**config.mk**
```make
export PLATFORM = sky130hd
export DESIGN_NAME = mio_bus_arbiter_flat
export DESIGN_NICKNAME = d
export VERILOG_FILES = /design/src/rtl/mio_bus_arbiter_if.sv /design/src/rtl/mio_bus_arbiter.sv /design/src/flat_wrapper.sv
export SDC_FILE = /design/constraint.sdc
export NUM_CORES = 1
export LEC_CHECK = 0
export BUFFER_PORTS_ARGS = -buffer_cell sky130_fd_sc_hd__buf_2
export CAP_MARGIN = 30
export CORE_MARGIN = 4
export CORE_UTILIZATION = 46
export CTS_BUF_LIST = sky130_fd_sc_hd__clkbuf_4 sky130_fd_sc_hd__clkbuf_8
export DETAILED_ROUTE_END_ITERATION = 6
export PLACE_DENSITY = 0.84
export SETUP_SLACK_MARGIN = 0.1
export SYNTH_ARGS = -nofsm -noshare
export SYNTH_HDL_FRONTEND = slang
export SYNTH_SLANG_ARGS = --single-unit
```
**constraint.sdc**
```tcl
create_clock -name clk -period 4.8 [get_ports clk]
set_input_delay 0 -clock clk [delete_from_list [all_inputs] [get_ports clk]]
set_output_delay 0 -clock clk [all_outputs]
set_load 0.005 [all_outputs]
```
**src/rtl/mio_bus_arbiter_if.sv**
```systemverilog
// Requester, shared-bus and status signals of the two-master MIO bus arbiter.
// The arbiter takes the master view; the requesters and the bus slave take the slave view.
interface mio_bus_arbiter_if #(
   parameter int DATA_W = 32
);
   logic              r0_req;
   logic              r0_we;
   logic [DATA_W-1:0] r0_addr;
   logic [DATA_W-1:0] r0_wdata;
   logic              r0_ready;
   logic              r0_err;
   logic [DATA_W-1:0] r0_rdata;

   logic              r1_req;
   logic              r1_we;
   logic [DATA_W-1:0] r1_addr;
   logic [DATA_W-1:0] r1_wdata;
   logic              r1_ready;
   logic              r1_err;
   logic [DATA_W-1:0] r1_rdata;

   logic              bus_en;
   logic              bus_we;
   logic [DATA_W-1:0] bus_addr;
   logic [DATA_W-1:0] bus_wdata;
   logic [DATA_W-1:0] bus_rdata;
   logic              bus_ack;

   logic              owner;
   logic              busy;

   modport master (
      input  r0_req, r0_we, r0_addr, r0_wdata,
      output r0_ready, r0_err, r0_rdata,
      input  r1_req, r1_we, r1_addr, r1_wdata,
      output r1_ready, r1_err, r1_rdata,
      output bus_en, bus_we, bus_addr, bus_wdata,
      input  bus_rdata, bus_ack,
      output owner, busy
   );

   modport slave (
      output r0_req, r0_we, r0_addr, r0_wdata,
      input  r0_ready, r0_err, r0_rdata,
      output r1_req, r1_we, r1_addr, r1_wdata,
      input  r1_ready, r1_err, r1_rdata,
      input  bus_en, bus_we, bus_addr, bus_wdata,
      output bus_rdata, bus_ack,
      input  owner, busy
   );
endinterface

```
**src/rtl/mio_bus_arbiter.sv**
```systemverilog
// Two-requester round-robin arbiter for a shared memory/MIO bus with an ack timeout.
// One access runs IDLE -> BUSY -> DONE; completion is a one-cycle ready pulse to the owner.
module mio_bus_arbiter #(
   parameter int TIMEOUT = 15,
   parameter int DATA_W  = 32
) (
   input  logic              clk,
   input  logic              rst,
   mio_bus_arbiter_if.master mio
);
   typedef enum logic [1:0] {
      IDLE = 2'd0,
      BUSY = 2'd1,
      DONE = 2'd2
   } state_t;

   localparam logic [7:0] TMO = 8'(TIMEOUT);

   state_t            state;
   logic [7:0]        cnt;
   logic              last_grant;
   logic              owner_q;
   logic              bus_en_q;
   logic              busy_q;
   logic [1:0]        ready_q;
   logic              rsp_err;
   logic [DATA_W-1:0] rsp_rdata;

   logic              lat_we;
   logic [DATA_W-1:0] lat_addr;
   logic [DATA_W-1:0] lat_wdata;

   logic              any_req;
   logic              winner;
   logic              sel_we;
   logic [DATA_W-1:0] sel_addr;
   logic [DATA_W-1:0] sel_wdata;

   // A lone request always wins; a tie goes to whoever was not granted last.
   function automatic logic pick_winner(input logic req0, input logic req1,
                                        input logic last);
      if (req0 && req1)
         return ~last;
      else if (req1)
         return 1'b1;
      else
         return 1'b0;
   endfunction

   always_comb begin
      any_req   = mio.r0_req | mio.r1_req;
      winner    = pick_winner(mio.r0_req, mio.r1_req, last_grant);
      sel_we    = mio.r0_we;
      sel_addr  = mio.r0_addr;
      sel_wdata = mio.r0_wdata;
      if (winner) begin
         sel_we    = mio.r1_we;
         sel_addr  = mio.r1_addr;
         sel_wdata = mio.r1_wdata;
      end
   end

   always_ff @(posedge clk) begin
      if (rst) begin
         state      <= IDLE;
         cnt        <= 8'd0;
         last_grant <= 1'b1;
         owner_q    <= 1'b0;
         bus_en_q   <= 1'b0;
         busy_q     <= 1'b0;
         ready_q    <= 2'b00;
         rsp_err    <= 1'b0;
      end else begin
         ready_q <= 2'b00;
         case (state)
            IDLE: begin
               if (any_req) begin
                  state      <= BUSY;
                  owner_q    <= winner;
                  last_grant <= winner;
                  lat_we     <= sel_we;
                  lat_addr   <= sel_addr;
                  lat_wdata  <= sel_wdata;
                  cnt        <= 8'd1;
                  bus_en_q   <= 1'b1;
                  busy_q     <= 1'b1;
               end
            end
            BUSY: begin
               // Ack is checked first so an ack on the final allowed cycle still succeeds.
               if (mio.bus_ack) begin
                  state            <= DONE;
                  rsp_rdata        <= lat_we ? '0 : mio.bus_rdata;
                  rsp_err          <= 1'b0;
                  ready_q[owner_q] <= 1'b1;
                  bus_en_q         <= 1'b0;
               end else if (cnt == TMO) begin
                  state            <= DONE;
                  rsp_rdata        <= '0;
                  rsp_err          <= 1'b1;
                  ready_q[owner_q] <= 1'b1;
                  bus_en_q         <= 1'b0;
               end else begin
                  cnt <= cnt + 8'd1;
               end
            end
            DONE: begin
               state  <= IDLE;
               busy_q <= 1'b0;
            end
            default: begin
               state    <= IDLE;
               bus_en_q <= 1'b0;
               busy_q   <= 1'b0;
            end
         endcase
      end
   end

   // Response and bus data are gated so idle or non-owning outputs read as zero.
   assign mio.r0_ready  = ready_q[0];
   assign mio.r0_err    = ready_q[0] & rsp_err;
   assign mio.r0_rdata  = ready_q[0] ? rsp_rdata : '0;
   assign mio.r1_ready  = ready_q[1];
   assign mio.r1_err    = ready_q[1] & rsp_err;
   assign mio.r1_rdata  = ready_q[1] ? rsp_rdata : '0;

   assign mio.bus_en    = bus_en_q;
   assign mio.bus_we    = bus_en_q & lat_we;
   assign mio.bus_addr  = bus_en_q ? lat_addr : '0;
   assign mio.bus_wdata = bus_en_q ? lat_wdata : '0;

   assign mio.owner     = owner_q;
   assign mio.busy      = busy_q;
endmodule

```
**src/flat_wrapper.sv**
```systemverilog
// flat-port wrapper written by rule: the top's interface ports become plain ports
module mio_bus_arbiter_flat 
#(
   parameter int TIMEOUT = 15,
   parameter int DATA_W  = 32
)
  (clk, rst, mio_r0_req, mio_r0_we, mio_r0_addr, mio_r0_wdata, mio_r0_ready, mio_r0_err, mio_r0_rdata, mio_r1_req, mio_r1_we, mio_r1_addr, mio_r1_wdata, mio_r1_ready, mio_r1_err, mio_r1_rdata, mio_bus_en, mio_bus_we, mio_bus_addr, mio_bus_wdata, mio_bus_rdata, mio_bus_ack, mio_owner, mio_busy);
  mio_bus_arbiter_if #(.DATA_W(DATA_W)) mio_i ();
  input  logic clk;
  input  logic rst;
  input wire logic [$bits(mio_i.r0_req)-1:0] mio_r0_req;
  input wire logic [$bits(mio_i.r0_we)-1:0] mio_r0_we;
  input wire logic [$bits(mio_i.r0_addr)-1:0] mio_r0_addr;
  input wire logic [$bits(mio_i.r0_wdata)-1:0] mio_r0_wdata;
  output wire logic [$bits(mio_i.r0_ready)-1:0] mio_r0_ready;
  output wire logic [$bits(mio_i.r0_err)-1:0] mio_r0_err;
  output wire logic [$bits(mio_i.r0_rdata)-1:0] mio_r0_rdata;
  input wire logic [$bits(mio_i.r1_req)-1:0] mio_r1_req;
  input wire logic [$bits(mio_i.r1_we)-1:0] mio_r1_we;
  input wire logic [$bits(mio_i.r1_addr)-1:0] mio_r1_addr;
  input wire logic [$bits(mio_i.r1_wdata)-1:0] mio_r1_wdata;
  output wire logic [$bits(mio_i.r1_ready)-1:0] mio_r1_ready;
  output wire logic [$bits(mio_i.r1_err)-1:0] mio_r1_err;
  output wire logic [$bits(mio_i.r1_rdata)-1:0] mio_r1_rdata;
  output wire logic [$bits(mio_i.bus_en)-1:0] mio_bus_en;
  output wire logic [$bits(mio_i.bus_we)-1:0] mio_bus_we;
  output wire logic [$bits(mio_i.bus_addr)-1:0] mio_bus_addr;
  output wire logic [$bits(mio_i.bus_wdata)-1:0] mio_bus_wdata;
  input wire logic [$bits(mio_i.bus_rdata)-1:0] mio_bus_rdata;
  input wire logic [$bits(mio_i.bus_ack)-1:0] mio_bus_ack;
  output wire logic [$bits(mio_i.owner)-1:0] mio_owner;
  output wire logic [$bits(mio_i.busy)-1:0] mio_busy;
  assign mio_i.r0_req = mio_r0_req;
  assign mio_i.r0_we = mio_r0_we;
  assign mio_i.r0_addr = mio_r0_addr;
  assign mio_i.r0_wdata = mio_r0_wdata;
  assign mio_r0_ready = mio_i.r0_ready;
  assign mio_r0_err = mio_i.r0_err;
  assign mio_r0_rdata = mio_i.r0_rdata;
  assign mio_i.r1_req = mio_r1_req;
  assign mio_i.r1_we = mio_r1_we;
  assign mio_i.r1_addr = mio_r1_addr;
  assign mio_i.r1_wdata = mio_r1_wdata;
  assign mio_r1_ready = mio_i.r1_ready;
  assign mio_r1_err = mio_i.r1_err;
  assign mio_r1_rdata = mio_i.r1_rdata;
  assign mio_bus_en = mio_i.bus_en;
  assign mio_bus_we = mio_i.bus_we;
  assign mio_bus_addr = mio_i.bus_addr;
  assign mio_bus_wdata = mio_i.bus_wdata;
  assign mio_i.bus_rdata = mio_bus_rdata;
  assign mio_i.bus_ack = mio_bus_ack;
  assign mio_owner = mio_i.owner;
  assign mio_busy = mio_i.busy;
  mio_bus_arbiter #(.TIMEOUT(TIMEOUT), .DATA_W(DATA_W)) u_core (.clk(clk), .rst(rst), .mio(mio_i));
endmodule
```
# ---- Word-level counts from Yosys, hierarchy flattened
# Index checks and enable logic that the tools add are counted.
dict set report word_totals {
  regBits 114
  word_cells 75
}
dict set report classes {
  n_addsub 1
  order_cmp 2
  eq_ne 7
  n_mux 31
  bitwise 8
  n_reduce_logical 14
}
# op count
set op_table {}
lappend op_table {{2-to-1 mux 32 bit} 9}
lappend op_table {{2-to-1 mux 8 bit} 3}
lappend op_table {{one-hot mux 8 bit (2 select lines)} 1}
lappend op_table {{2-to-1 mux 2 bit} 5}
lappend op_table {{2-to-1 mux 1 bit} 9}
lappend op_table {{AND reduction 3 bit} 3}
lappend op_table {{adder 8 x 1 -> 8 bit, second input constant} 1}
lappend op_table {{== test 8 x 4 -> 1 bit, second input constant} 1}
lappend op_table {{AND reduction 2 bit} 4}
lappend op_table {{inequality test 2 bit, second input constant} 2}
lappend op_table {{inverter 1 bit} 4}
lappend op_table {{one-hot mux 2 bit (2 select lines)} 1}
lappend op_table {{AND reduction 4 bit} 1}
lappend op_table {{nonzero test 2 bit} 2}
lappend op_table {{bitwise AND 1 bit} 3}
lappend op_table {{inequality test 3 x 2 -> 1 bit, second input constant} 1}
lappend op_table {{one-hot mux 1 bit (3 select lines)} 1}
lappend op_table {{== test 2 x 1 -> 1 bit, second input constant} 1}
lappend op_table {{== test 2 bit, second input constant} 1}
lappend op_table {{logical AND 1 bit} 2}
lappend op_table {{zero test 2 bit} 1}
lappend op_table {{less-than comparator 1 x 2 -> 1 bit, second input constant} 1}
lappend op_table {{inequality test 2 x 1 -> 1 bit, second input constant} 1}
lappend op_table {{one-hot mux 1 bit (2 select lines)} 1}
lappend op_table {{4 further kinds} 4}

# ---- Longest topological paths before layout
# Gate-level depths: netlist (run 1).
dict set report depth {
  depth_word 6
  mapped_depth 6
  mapped_depth_nobuf 5
}

# ---- Worst setup path after synthesis (run 1)
# No wires, ideal clock.
dict set report synth_path {
  path_type {register to register}
  from {reg u_core.state[0]}
  to {reg u_core.lat_addr[0] (enable)}
  setup_time_ns 0.490
  arrival_ns 3.530
  path_slack_ns 0.781
  stages_incl_launch_ff 5
  synth_period_minus_slack_ns 4.019
  cell_sequence {dfxtp_1 buf_4 nor2_1 o21ai_0 nor2_1}
}
dict set report synth_between {
  elab_chain_len 2
}
# element line
set synth_rtl {}
lappend synth_rtl {{from (decl)} mio_bus_arbiter.sv:19} ;# state_t state;
lappend synth_rtl {{from (signal assigned)} mio_bus_arbiter.sv:65} ;# state <= IDLE;
lappend synth_rtl {{from (signal assigned)} mio_bus_arbiter.sv:78} ;# state <= BUSY;
lappend synth_rtl {{from (signal assigned)} mio_bus_arbiter.sv:92} ;# state <= DONE;
lappend synth_rtl {{zero test 2 bit} mio_bus_arbiter.sv:75} ;# case (state)
lappend synth_rtl {{AND reduction 3 bit (no source line)} --}
lappend synth_rtl {{to (signal assigned)} mio_bus_arbiter.sv:82} ;# lat_addr <= sel_addr;
lappend synth_rtl {{to (decl)} mio_bus_arbiter.sv:30} ;# logic [DATA_W-1:0] lat_addr;
# Every way passes these cells.
# A chain may end at the register's enable or synchronous reset.

# ---- Worst setup path in the final report (run 1)
dict set report layout_path {
  from {reg u_core.last_grant}
  to {reg u_core.lat_addr[0], data pin}
}
dict set report layout_between {
  elab_chain_len 3
}
# element line
set layout_rtl {}
lappend layout_rtl {{from (decl)} mio_bus_arbiter.sv:21} ;# logic last_grant;
lappend layout_rtl {{from (signal assigned)} mio_bus_arbiter.sv:80} ;# last_grant <= winner;
lappend layout_rtl {{inverter 1 bit} mio_bus_arbiter.sv:43} ;# return ~last;
lappend layout_rtl {{2-to-1 mux 1 bit} mio_bus_arbiter.sv:42} ;# if (req0 && req1)
lappend layout_rtl {{2-to-1 mux 32 bit} mio_bus_arbiter.sv:56} ;# if (winner) begin
lappend layout_rtl {{named net u_core.sel_addr[0]} mio_bus_arbiter.sv:36} ;# logic [DATA_W-1:0] sel_addr;
# The timed path passes the listed nets, and every way through them passes these cells.

==> results of run 1 <==
## per-stage QoR
| stage | cells | power, mW | utilization (%) | area [um^2] |
|---|---|---|---|---|
| 2_1_floorplan | 439 | 1.37 | - | 5560 |
| 6_report | 1062 | 2.52 | 79.4 | 9220 |
| 3_5_place_dp | 862 | 1.53 | 61.9 | 7190 |
| 4_1_cts | 1060 | 2.50 | 79.4 | 9220 |
| 5_1_grt | 1062 | 2.62 | 79.4 | 9220 |
| 3_3_place_gp | 862 | 1.52 | 61.9 | 7190 |
## synthesized netlist by cell type
master	number
o21a_1	1
dfxtp_1	17
a211oi_1	3
and3_1	4
a31oi_1	4
nand3_2	1
a21oi_1	11
nand3_1	2
a211oi_4	1
a21boi_1	1
nand2_1	2
a21o_1	1
nor2_1	7
mux2_2	65
nor2b_1	2
inv_1	3
nand4_1	2
or2_2	1
and2_1	164
edfxtp_1	97
nor4_4	1
a41oi_1	2
o21bai_1	1
o21ai_0	7
nand2b_1	1
or3b_4	1
buf_4	1
buf_2	8
o21ai_1	1
a211o_1	1
a22oi_1	1
ha_1	1
nor3_1	5
nor3b_1	1
clkbuf_1	18
## sequential cells by signal, indices dropped and copies added (netlist names), 2 cells and up
| register | flops |
|---|---|
| u_core.cnt | 8 |
| u_core.state | 2 |
| u_core.lat_wdata | 32 |
| u_core.rsp_rdata | 32 |
| u_core.ready_q | 2 |
| u_core.lat_addr | 32 |
## power by group through the flow
stage / combinational [mW] / clock (mW) / sequential, mW
2_1_floorplan: 0.184 / 0 / 1.19
3_3_place_gp: 0.331 / 0 / 1.19
3_5_place_dp: 0.339 / 0 / 1.20
4_1_cts: 0.474 / 0.856 / 1.17
5_1_grt: 0.535 / 0.903 / 1.19
6_report: 0.500 / 0.836 / 1.18
## cell type report
type                    instances  area, um^2
fillers                       645        2390
clock buffers                  18         241
clock inverters                14         121
repair buffers                473        3210
inverters                       3        11.3
diodes                          2        5.00
multi-input cells             295        2200
flip-flops and latches        114        3250
well taps                     143         179
## cell usage in the layout (no fill, tap or decap), types with 7 or more instances in the layout
cell | synthesis | layout
a21oi_1 | 11 | 11
and2_1 | 164 | 164
buf_2 | 8 | 302
clkbuf_8 | 0 | 17
dfxtp_1 | 17 | 17
dlygate4sd3_1 | 0 | 166
edfxtp_1 | 97 | 97
mux2_2 | 65 | 65
o21ai_0 | 7 | 7
## layer usage
metal	routed length [um]	global-route usage, %	vias to the layer above	part of all wire (%)
li1	-	-	2473	-
met1	7250	30.2	2492	35
met3	1720	9.61	62	8.4
met5	0	0	-	0
met4	826	14.1	0	4.0
met2	10800	53.9	325	52
## critical path: stages, from the launching register on
cell and delay [ns]:
dfxtp_1 0.35, a21boi_4 0.45, buf_4 0.65, mux2_2 0.43, dlygate4sd3_1 0.59
## logic make-up after synthesis
kind of cell | after synthesis | share of synthesized area (%)
muxes | 65 | 13.2
DFF | 114 | 58.5
and+or+nand+nor | 194 | 21.7
buffers and inverters | 30 | 2.27
AOI/OAI and AO/OA | 35 | 4.07
adders and majority gates | 1 | 0.225
## worst paths after layout
check | end | slack (ns) | cells past startpoint
setup / recovery | u_core.lat_addr[0] | 2.04 | 4
hold / removal | u_core.mio.busy | 0.16 | 3
setup reg to reg | u_core.lat_addr[0] | 2.04 | 4
hold reg to reg | u_core.mio.busy | 0.48 | 2
==> metrics, run 1 <==
status complete, no violations; #FFs+latches synth approximately 110; clk sinks 114; Max clock buf depth 2; setup bufs post-CTS 0; area fraction of the dominant cell type after synthesis 52.4%; sequential-to-total area share from yosys stat 58.5%; Critical Path Source u_core.last_grant; Final WS setup approximately 2.0 ns; routability cong. ~0.84; P_int 1.90 mW; post-synth cell types 35; Reg-to-Reg Start u_core.last_grant; layout cells sized above 1 between 40% and 50%; Clock Skew roughly 0.0096 ns; DR WL/cell 19.4 um; worst slew pin tran 0.805 ns; CTS Root Cell clkbuf_8; pre-CTS WS 2.58 ns; relative slew slack 46.3%; Core ar. 0.0116 mm^2; row count 39; Overflow after GRT 0; syn_area_per_cell 12.7 um^2; Die X-Extent 118 um; H-tree depth 4; hold path start mio_r0_req; Hold Slack roughly 0.16 ns; Final min period 2.76 ns; Gate power share 19.8%; Final nets 1072; initial antenna violation count 2; total number of vias 5352; routed wire length 20.6 mm; Ys Warns 0; P per Cell Area 273 mW/mm^2; Hold Fails Final Rpt 0; Initial Util 47.9%; sequential power share 46.9%; pin count of the biggest net entering global routing 65; Hold-fix buffers, CTS between 150 and 200; number of top-level pins 303; routed vias/inst 5.04; Sw Share roughly 25%; Pleak 4.18 nW; Pre-Repair DR Iteration Count 5; total negative slack 0 ns; hpwl dp between 10 and 15 mm; RSZ-0062 raised after global routing false; Worst Setup Path Type reg -> reg; worst skew pair latency 0.42 ns; cell count after synthesis 439; Worst EP arrival roughly 3 ns; initial drt markers 310; clk slew on worst S/H paths ~0.070 ns; IO Port Bufs 302; Hold Path Class in -> reg; Finish-stage setup viols 0; Area growth syn-to-layout 65.9%; DR DRC count 0; Mapped Area 0.00556 mm^2; FMAX 362 MHz; VDD IR-drop max around 0.00018 V; Routed Antenna Nets 0; vias in the first global route 5870; CTS resizes 0; fin crit share 57.6%; Sw Pwr 0.621 mW; Critical Path RT 4.96 ns; area leader, netlist edfxtp_1; Die ar. 0.0139 mm^2; critical-path maximum fanout 52; Total GRT Usage 29.5%; Syn Nets between 600 and 700; Area contributors post-synth edfxtp_1 (52%), and2_1 (18%), mux2_2 (13%), dfxtp_1 (6.1%), clkbuf_1 (1.2%); total CTS buffers 17; Worst setup SP type flip-flop; Slew Viols, Final 0; Max-Cap Viols 0; CTS tree built; crit path capture type flip-flop; power share of the clock group 33.2%; Die Span Y 118 um; first-pass GRT wire length roughly 32 mm
No activity file was read; power rests on OpenSTA's default activity.
==> inputs of run 2 (changes only) <==
CORE_UTILIZATION = 42   (was 46)
PLACE_DENSITY = 0.81   (was 0.84)
clock period = 2.36 ns   (was 4.8 ns; I/O delays follow)
==> run 2 against run 1 <==
Compared with the run above: clock skew up 0.0022 ns; die area up 8.9%; cell count up 3.1%; utilization down 6.1 points; count of clock-buffer cells in the layout up 7; power up 110%; clock power up 110%; critical path depth unchanged; non-clock buffer count up 3; sequential share of layout area down 0.51 points; design area up 1.5%; fmax up 22%; critical path type unchanged; critical endpoint is now u_core.lat_addr[18].
==> metrics, run 2 (same netlist as run 1, synthesis figures left out) <==
status complete, no violations; pin count of the biggest net entering global routing 61; Placed Cells 893; CTS resizes 0; placed inst area 0.00729 mm^2; Final nets 1075; relative slew slack 48.0%; row count 41; routed wire length around 20 mm; Clock Skew 0.0118 ns; Non-Filler Instances roughly 1100; total number of vias 5311; Reg-to-Reg Start u_core.last_grant; Max clock buf depth 2; Critical Path Source u_core.last_grant; Worst Setup Path Type reg -> reg; Worst setup SP type flip-flop; number of top-level pins roughly 300; hpwl dp 12.0 mm; worst skew pair latency 0.43 ns; Die X-Extent 123 um; DR DRC count 0; IO Port Bufs 302; Finish-stage setup viols 0; layout cells sized above 1 45.0%; Slew Viols, Final 0; fin crit share 95.9%; initial antenna violation count 5; VDD IR-drop max approximately 0.00046 V; total CTS buffers 17; RSZ-0062 raised after global routing true; Pleak 4.24 nW; H-tree depth 4; Routed Antenna Nets 0; Fillers around 790; most frequent cells in the layout buf_2 (302), dlygate4sd3_1 (166), and2_1 (164); routed vias/inst between 4 and 5; vias in the first global route 5583; total negative slack 0 ns; Initial Util between 40 and 50%; Worst EP arrival 2.44 ns; Die Span Y 123 um; FMAX approximately 440 MHz; Pre-Repair DR Iteration Count 4; worst slew pin tran approximately 0.78 ns; DR WL/cell between 15 and 20 um; Core ar. 0.0128 mm^2; crit path capture type flip-flop; register area 0.00325 mm^2; setup bufs post-CTS 0; P per Cell Area 552 mW/mm^2; Final min period 2.26 ns; most common cell after layout, fill and taps aside buf_2; clk slew on worst S/H paths ~0.070 ns; area of the multi-input gates approximately 0.0022 mm^2; CTS tree built; clk sinks 114; routability cong. 0.827; Area growth syn-to-layout 68.4%; Die ar. 0.0151 mm^2; fin area 0.00936 mm^2; Max-Cap Viols 0; initial drt markers 244; critical-path maximum fanout 30; Hold Path Class in -> reg; Overflow after GRT 0; CTS Root Cell clkbuf_8; Total GRT Usage 25.6%; hold path start mio_bus_rdata[13]; largest registers u_core.lat_addr: 32 flops, u_core.lat_wdata: 32 flops, u_core.rsp_rdata: 32 flops; Critical Path RT about 2.5 ns; Hold Fails Final Rpt 0; first-pass GRT wire length ~29 mm
## run 2: changes by cell type in the layout (fill, tap and decap cells not counted), sizes merged
| cell | change |
|---|---|
| diode | +1 |
| clkinvlp | -3 |
| clkbuf | +8 |
| clkinv | -3 |
| bufinv | -1 |
| buf | +2 |
## run 2: final timing paths
path                          endpoint  slack [ns]  cells after the start
setup / recovery   u_core.lat_addr[18]         0.1                      4
hold / removal    u_core.rsp_rdata[13]        0.40                      3
setup reg to reg   u_core.lat_addr[18]         0.1                      4
hold reg to reg        u_core.mio.busy        0.49                      2
## run 2: power by group
group	switching (mW)	internal, mW	total (mW)
clock network	0.755	0.978	1.73
registers	0.0578	2.34	2.40
logic	0.425	0.614	1.04
total	1.24	3.93	5.17
## run 2: critical path, stage by stage (launching register included)
cell and delay, ns:
dfxtp_1 0.34, a21boi_4 0.39, clkbuf_16 0.33, mux2_2 0.35
dlygate4sd3_1 0.59
## run 2: area by class of cell
cell class / instances / share of cell area (%)
Timing Repair Buffer: 476 / 35.1
Sequential cell: 114 / 34.8
Multi-Input combinational cell: 295 / 23.6
Clock buffer: 25 / 3.41
Tap cell: 172 / 2.30
Clock inverter: 7 / 0.628
Inverter: 3 / 0.120
Antenna cell: 3 / 0.0802
## run 2: metal layers
metal / global-route usage, % / routed length (um)
met1: 25.4 / 6810
met2: 46.8 / 10700
met3: 9.15 / 1980
met4: 13.3 / 776
met5: 0 / 38
## run 2: timing repair
item | in CTS | in global routing
endpoints found under the hold margin | 104 | 0
hold buffers | 166 | 0
setup endpoints to repair | 0 | 23
## run 2: per-stage QoR
| step | setup WS (ns) | power, mW | util (%) | hold WS (ns) |
|---|---|---|---|---|
| floorplan | 0.116 | 2.79 | - | 0.169 |
| global placement | 0.590 | 3.12 | 57.0 | 0.282 |
| detailed placement | 0.533 | 3.14 | 57.0 | 0.281 |
| CTS | 0.173 | 5.13 | 73.0 | 0.354 |
| global route | 0.0514 | 5.38 | 73.3 | 0.372 |
| finish | 0.0960 | 5.17 | 73.3 | 0.403 |
==> inputs of run 3 (changes only) <==
CORE_ASPECT_RATIO = 1.5   (was default)
REMOVE_ABC_BUFFERS = 1   (was default)
==> run 3 against run 2 <==
Compared with the run above: first-iteration DRC count grew 2.9%; combinational power about the same; via count increased by 3.3%; register-to-register slack improved by 0.09 ns; count of clock-buffer cells in the layout is 8 lower; critical path depth unchanged; design area fell by 1.1%; sequential share of layout area is 0.40 points higher; largest power group unchanged; highest routed layer is now met4.
==> metrics, run 3 (same netlist as run 1, synthesis figures left out) <==
reg2reg path depth 4; number of top-level pins 303; relative slew slack 45.0%; Overflow after GRT 0; Clock Skew 0.0110 ns; met1 WL 6.39 mm; fin area 0.00925 mm^2; routed wl met2 11.0 mm; Worst setup SP type flip-flop; Hold Path Sink u_core.mio.bus_en; H-tree depth 4; P per Cell Area around 540 mW/mm^2; Area growth syn-to-layout 66.5%; FMAX 460 MHz; Power Total around 5.0 mW; Final WS setup 0.188 ns; Final min period 2.17 ns; row count 51; Max clock buf depth 2; VDD IR-drop max 0.000348 V; fin util 71.4%; Hold Fails Final Rpt 0; Finish-stage setup viols 0; Critical R2R Capture u_core.lat_wdata[13]; most common cell after layout, fill and taps aside buf_2; Final nets around 1100; first-pass GRT wire length just over 30 mm; critical-path maximum fanout 66; sequential power share between 40% and 50%; crit path capture type flip-flop; initial drt markers 251; Worst Setup Path Type reg -> reg; Pre-Repair DR Iteration Count 5; routed wl met3 1.65 mm; fin crit share 92.0%; pre-CTS WS 0.511 ns; initial antenna violation count 2; RSZ-0062 raised after global routing false; clk slew on worst S/H paths 0.07 ns; Die Span Y 149 um; IO Port Bufs 302; DR DRC count 0; CTS tree built; routed wire length 20.5 mm; hpwl dp 11.9 mm; CTS Root Cell clkbuf_8; Placed Cells 879; P_int approximately 3.7 mW; power share of the clock group a little under a third; vias in the first global route about 6000; most frequent cells in the layout buf_2 (302), dlygate4sd3_1 (166), and2_1 (164); clk sinks 114; placed inst area 0.00726 mm^2; Die X-Extent 102 um; hold path start mio_r0_req; worst skew pair latency 0.43 ns; Routed Antenna Nets 0; layout cells sized above 1 44.8%; Hold Slack 0.185 ns; Die ar. 0.0152 mm^2; Max-Cap Viols 0; pin count of the biggest net entering global routing 67; status complete, no violations; Non-Filler Instances about 1100; Fillers 874; routability cong. between 0.9 and 1; Worst EP arrival 2.33 ns; largest registers u_core.lat_addr: 32 flops, u_core.lat_wdata: 32 flops, u_core.rsp_rdata: 32 flops; Slew Viols, Final 0; routed vias/inst 5.08; total negative slack 0 ns; DR WL/cell roughly 19 um; Top Layer Used met4; Hold Path Class in -> reg; Total GRT Usage 26.6%; Critical Path RT around 2.5 ns; setup slack, reg-to-reg around 0.19 ns; total number of vias 5486; Sw Share 26.3%; Reg-to-Reg Start u_core.last_grant; Core ar. 0.0130 mm^2; Pleak 4.17 nW; Sw Pwr 1.30 mW; worst slew pin tran 0.824 ns; hold depth 3; total CTS buffers 17; Initial Util 42.9%; Gate power share 20.7%
run 3: layer usage:
layer	global-route usage, %	vias up
li1	-	2470
met1	25.2	2567
met2	48.8	341
met3	7.11	108
met4	17.7	0
met5	0	-
run 3: power groups by stage:
stage | Clock [mW] | Sequential (mW) | Combinational (mW)
6_report | 1.52 | 2.41 | 1.03
5_1_grt | 1.66 | 2.42 | 1.09
4_1_cts | 1.54 | 2.40 | 0.976
3_5_place_dp | 0 | 2.45 | 0.705
3_3_place_gp | 0 | 2.44 | 0.686
2_1_floorplan | 0 | 2.43 | 0.344
run 3: worst max-delay path, stage by stage (launching register included):
cell and delay (ns):
dfxtp_1 0.35, a21boi_4 0.17, buf_12 0.30, mux2_2 0.41, dlygate4sd3_1 0.60
run 3: timing repair:
item | in CTS | in global routing
gates resized for setup | 0 | 0
hold buffers | 166 | 0
endpoints found under the hold margin | 104 | 0
buffers inserted | 0 | 0
run 3: worst max path at each step:
stage	startpoint	to	slack, ns
floorplan	u_core.last_grant	u_core.lat_addr[0]	-1.70
finish	u_core.last_grant	u_core.lat_wdata[13]	0.19
detailed placement	u_core.cnt[0]	u_core.rsp_rdata[21]	0.51
global route	u_core.last_grant	u_core.lat_wdata[13]	0.16
global placement	u_core.cnt[0]	u_core.rsp_rdata[4]	0.58
CTS	u_core.last_grant	u_core.lat_addr[8]	0.26
run 3: cell type report:
cell class	instances	area, um^2	share of cell area, %
Antenna cell	2	5.00	0.0541
Clock buffer	17	234	2.53
Clock inverter	15	95.1	1.03
Inverter	3	11.3	0.122
Multi-Input combinational cell	295	2200	23.8
Sequential cell	114	3250	35.2
Tap cell	159	199	2.15
Timing Repair Buffer	474	3260	35.2
